===== src/rtl/logic_op_arbiter.sv =====
// Round-robin arbiter sharing one bitwise logic unit (AND/OR/XOR/NOR) among NREQ
// requesters, with a one-entry registered response stage tagged by the winner index.
//
// state | meaning
// EMPTY | response register holds nothing; slot is free
// FULL  | response register valid; rsp_y/rsp_id held until rsp_ready
module logic_op_arbiter #(
    parameter int NREQ = 4,
    parameter int W    = 32,
    parameter int IDW  = 2
) (
    input  logic              clk,
    input  logic              reset,
    input  logic [NREQ-1:0]   req_valid,
    output logic [NREQ-1:0]   req_ready,
    input  logic [NREQ*W-1:0] req_a,
    input  logic [NREQ*W-1:0] req_b,
    input  logic [NREQ*2-1:0] req_op,
    output logic              rsp_valid,
    input  logic              rsp_ready,
    output logic [W-1:0]      rsp_y,
    output logic [IDW-1:0]    rsp_id,
    output logic              busy
);

    typedef enum logic {EMPTY = 1'b0, FULL = 1'b1} state_t;

    state_t         state_q, state_d;
    logic [IDW-1:0] rr_ptr_q, rr_ptr_d;
    logic [W-1:0]   rsp_y_q;
    logic [IDW-1:0] rsp_id_q;
    logic [IDW-1:0] win_id;
    logic           found;
    logic           slot_free;
    logic           grant;
    logic [W-1:0]   op_y;

    logic [W-1:0]   a_arr  [NREQ];
    logic [W-1:0]   b_arr  [NREQ];
    logic [1:0]     op_arr [NREQ];

    for (genvar i = 0; i < NREQ; i++) begin : g_unpack
        assign a_arr[i]  = req_a[i*W +: W];
        assign b_arr[i]  = req_b[i*W +: W];
        assign op_arr[i] = req_op[i*2 +: 2];
    end

    // Search order starts at rr_ptr and wraps modulo NREQ (NREQ need not be a power of two).
    always_comb begin
        int             sum;
        logic [IDW-1:0] cand;
        sum    = 0;
        cand   = '0;
        found  = 1'b0;
        win_id = '0;
        for (int k = 0; k < NREQ; k++) begin
            sum = int'(rr_ptr_q) + k;
            if (sum >= NREQ) begin
                sum = sum - NREQ;
            end
            cand = IDW'(sum);
            if (!found && req_valid[cand]) begin
                found  = 1'b1;
                win_id = cand;
            end
        end
    end

    assign slot_free = (state_q == EMPTY) || rsp_ready;
    // Reset gates the grant so no request is consumed while the block is held in reset.
    assign grant     = !reset && slot_free && found;

    always_comb begin
        unique case (op_arr[win_id])
            2'b00:   op_y = a_arr[win_id] & b_arr[win_id];
            2'b01:   op_y = a_arr[win_id] | b_arr[win_id];
            2'b10:   op_y = a_arr[win_id] ^ b_arr[win_id];
            default: op_y = ~(a_arr[win_id] | b_arr[win_id]);
        endcase
    end

    always_comb begin
        state_d   = state_q;
        rr_ptr_d  = rr_ptr_q;
        req_ready = '0;
        if (grant) begin
            req_ready[win_id] = 1'b1;
            state_d           = FULL;
            if (win_id == IDW'(NREQ - 1)) begin
                rr_ptr_d = '0;
            end else begin
                rr_ptr_d = win_id + IDW'(1);
            end
        end else if (state_q == FULL && rsp_ready) begin
            state_d = EMPTY;
        end
    end

    always_ff @(posedge clk or posedge reset) begin
        if (reset) begin
            state_q  <= EMPTY;
            rr_ptr_q <= '0;
            rsp_y_q  <= '0;
            rsp_id_q <= '0;
        end else begin
            state_q  <= state_d;
            rr_ptr_q <= rr_ptr_d;
            if (grant) begin
                rsp_y_q  <= op_y;
                rsp_id_q <= win_id;
            end
        end
    end

    assign rsp_valid = (state_q == FULL);
    assign rsp_y     = rsp_y_q;
    assign rsp_id    = rsp_id_q;
    assign busy      = rsp_valid || (|req_valid);

endmodule


===== config.mk =====
export PLATFORM = sky130hd
export DESIGN_NAME = logic_op_arbiter
export DESIGN_NICKNAME = d
export VERILOG_FILES = /design/src/rtl/logic_op_arbiter.sv
export SDC_FILE = /design/constraint.sdc
export NUM_CORES = 1
export LEC_CHECK = 0
export BUFFER_PORTS_ARGS = -buffer_cell sky130_fd_sc_hd__buf_2
export CAP_MARGIN = 30
export CORE_AREA = 3 3 120 122
export DETAILED_ROUTE_END_ITERATION = 8
export DIE_AREA = 0 0 123 125
export PLACE_DENSITY_LB_ADDON = 0.2
export REMOVE_ABC_BUFFERS = 1
export SLEW_MARGIN = 15
export SYNTH_ARGS = -nofsm -noshare
export SYNTH_HDL_FRONTEND = slang
export SYNTH_SLANG_ARGS = --single-unit

===== constraint.sdc =====
create_clock -name clk -period 4.3 [get_ports clk]
set_input_delay 0.43 -clock clk [delete_from_list [all_inputs] [get_ports clk]]
set_output_delay 0.43 -clock clk [all_outputs]
set_load 0.02 [all_outputs]

==> summary.md <==
The count of distinct cell types in the synthesized netlist was 36. The number of antenna diodes in the final layout is 0. The synthesis-stage register bit count is 37, and the effective utilization at floorplan is 41.7%. The number of vias per cell after detailed routing was 5.04.

TritonCTS built the clock tree. The tools report the met3 capacity usage during global routing as 3.12%. Setup repair after global routing left no endpoint under its margin. Final wirelength: 18.4 mm. Count of port buffers added during placement: 310. Summing every instance area after synthesis gives 5550 um^2.

The most critical setup path has its endpoint at rsp_y[27]$_DFFE_PP0P_. For the HPWL after detailed placement, the log shows 13.7 mm. After synthesis, flip-flops and latches occupy 16.7% of the total area. For the number of buffers on the longest clock path, the log shows 2. After global routing, the most crowded layer is met2.

The Yosys step of the flow raised 0 warnings. Global routing used 23.0% of the available tracks. The leakage power summed over all cells is 0.00419 uW, and the post-synthesis async set-or-reset flop share is 100%. Kind of critical path: reg2reg. Counting the buffers created by CTS gives 5. The run finished with clean final reports. The logs give 897 for the synthesized netlist cell count and 37 for the count of clock tree sinks. The endpoint identified for the worst register-to-register timing path is rsp_y[27]$_DFFE_PP0P_.

Pin placement for this block handled 311 I/O pins. The data arrival at the endpoint of the critical path is 3.26 ns, and the multi-input logic area is 4120 um^2. The startpoint identified for the worst register-to-register timing path is rr_ptr_q[0]$_DFFE_PP0P_.

Gates resized during post-CTS repair numbered 0. After the first detailed-routing iteration, the DRC count stood at 195. Timing would allow up to 319 MHz. In this run the number of H-tree levels came out at 2.

The final count of hold timing violations came out at 0. STA classifies the critical path endpoint as a flop. The run gives 0 as the setup-violating endpoint count in the final report.

The final layout contains 1501 nets. After clock tree synthesis, the clock-pin slew on the worst setup and hold paths is 0.06 ns. The tools report the final-report max-slew violation count as 0.

In this run the worst path has a maximum fanout of 59. The measured slew at the worst slew-check pin was 0.780 ns; the number of max-cap violations was 0. Entering global routing, the biggest net connects 72 pins.

The logs give 42.2% for the met2 capacity usage during global routing and 0.139 ns for the minimum hold slack. The die is 123 um wide. Worst hold-check path type: in2async. From synthesis to final layout, the design area changed by 32.3%. The number of antenna violations at the first check in global routing was 0; the number of iterations in the first detailed-routing pass was 4. Setup slack of the worst register-to-register path: 1.16 ns.

In this run the vertical extent of the chip is 125 um. After global routing the overflow that remains totals 0. Yosys mapped a number of flops with a built-in enable equal to 0. The mean instance size in the synthesized netlist came out at 6.18 um^2.

After detailed routing, the average wire length per cell comes to 13.8 um. For the core area, the log shows 13300 um^2. The core occupancy in the finished layout is 55.2%. The run gives 6367 as the via count of the first global-routing pass. After detailed routing, the number of remaining DRC violations is 0. The routed design could run at a clock period as short as 3.14 ns.

Cells with a size suffix above 1 make up 29.4% of the layout. Dominant synthesized flop cell: dfrtp_1. The maximum vdd ir drop came out at 216 uV.

The start point of the critical path is rr_ptr_q[0]$_DFFE_PP0P_. The congestion estimate from routability-driven global placement came to 0.759. For the count of hold-fix buffers inserted at cts, the log shows 0. The first global-routing pass estimated 29.6 mm of wire.

The ratio of total power to cell area is 533 nW/um^2. After clock tree synthesis, the setup repair step added 0 buffers. Dividing the final minimum period by the clock period gives 73.0%. In the final layout, flip-flops and latches occupy 926 um^2.

Across the routed clock network, the largest skew measured is 0.00254 ns. The later pin in the worst-skew pair is clocked with a latency of 0.27 ns. Measured against its own limit, the worst slew margin works out to 47.8%. The routed layout has 6745 vias. Type of origin of the critical path: a flop.

The filler cell count in the final layout was 1404; the number of routed nets with antenna violations was 0. The met1 track demand over resource in global routing was 29.2%. The cell count of the worst reg-to-reg path is 13. Clock tree synthesis selected as its root buffer the cell clkbuf_16.

For the worst setup path, the data required time is 4.42 ns. The initialized floorplan defines 42 standard-cell rows. The total die area came out at 15400 um^2.
stage by stage:
step	setup WS (ns)	instances	TNS [ns]	cell area, um^2	total power (uW)
floorplan	-2.62	834	-83.36	5280	2680
global placement	1.01	1330	0	7170	3520
detailed placement	0.957	1330	0	7170	3570
CTS	1.16	1337	0	7320	3960
global route	0.831	1338	0	7340	4400
finish	1.16	1338	0	7340	3910
worst max-delay path, stage by stage (launching register included):
cell and delay, ns:
dfrtp_1 0.38, nor2b_1 0.09, o21a_1 0.23, nor3_4 0.24, buf_4 0.52, buf_4 0.51, nand2_1 0.10, nand3_1 0.08
and2_1 0.16, inv_1 0.05, ha_1 0.18, nand3_1 0.08, a21boi_0 0.18, o211ai_1 0.10
state kept, by name, summed over array words and instances (netlist names):
name / count
rsp_y: 32
rr_ptr_q: 2
rsp_id: 2
rsp_valid: 1
logic make-up (layout without fill, tap and decap cells):
group	Yosys count	in the layout	share of synthesized area [%]
simple gates	543	543	42.8
buf+inv	135	400	9.68
compound gates	108	108	14.4
fa+ha+maj	68	68	15.3
flops	37	37	16.7
mux	6	6	1.08
synthesized netlist by cell type, types with 7 or more instances:
master | n | area (um^2)
clkbuf_1 | 37 | 139
ha_1 | 68 | 851
o21ai_0 | 7 | 35.0
a21boi_0 | 13 | 97.6
and2_1 | 34 | 213
buf_2 | 17 | 85.1
nand3_1 | 161 | 806
inv_1 | 70 | 263
o211ai_1 | 57 | 428
nand2_1 | 327 | 1230
a21boi_1 | 15 | 113
dfrtp_1 | 37 | 926
how the worst min path moves through the flow:
| stage | end | slack (ns) | cells after the start |
|---|---|---|---|
| after floorplan | rr_ptr_q[0]$_DFFE_PP0P_ | 0.52 | 2 |
| after global placement | rsp_id[0]$_DFFE_PP0P_ | 0.46 | 2 |
| after detailed placement | rsp_id[0]$_DFFE_PP0P_ | 0.47 | 2 |
| after CTS | rsp_valid$_DFFE_PP0P_ | 0.37 | 2 |
| after global routing | rsp_y[31]$_DFFE_PP0P_ | 0.17 | 2 |
| final | rr_ptr_q[1]$_DFFE_PP0P_ | 0.14 | 2 |
area by class of cell:
cell class	count	area share, %
well taps	176	3.00
clock buffers	7	1.94
multi-input cells	725	56.1
inverters	72	3.72
repair buffers	321	22.6
flip-flops and latches	37	12.6
placed cells by master, fill, tap and decap left out, types with 2 or more instances in the layout:
cell type,Yosys,final
nand2_1,327,325
buf_2,17,310
nand3_1,161,158
inv_1,70,68
ha_1,68,68
o211ai_1,57,57
dfrtp_1,37,37
and2_1,34,33
a21boi_1,15,15
a21boi_0,13,13
buf_4,2,9
o21ai_0,7,7
mux2i_1,6,6
and3_1,5,5
clkbuf_16,0,5
nor2_1,4,4
nor2b_1,4,4
o21bai_1,3,3
a211oi_1,3,3
nand3_2,0,3
nand2_2,1,3
inv_2,2,3
o221ai_1,3,3
nand2b_1,2,2
buf_12,0,2
report_power, final:
part           internal (uW)  switching (uW)  total, uW  leakage (uW)
combinational           1090            1870       2960       0.00366
sequential               504            83.2        587      0.000459
clock                    228             138        366     0.0000700
total                   1820            2090       3910       0.00419
metal layers:
layer | routed length (um) | vias to the layer above | share of wire, %
li1 | - | 3482 | -
met1 | 7970 | 3047 | 43
met2 | 9100 | 214 | 49
met3 | 1280 | 2 | 6.9
met4 | 55 | 0 | 0.30
met5 | 0 | - | 0
(Power assumes the default switching activity.)
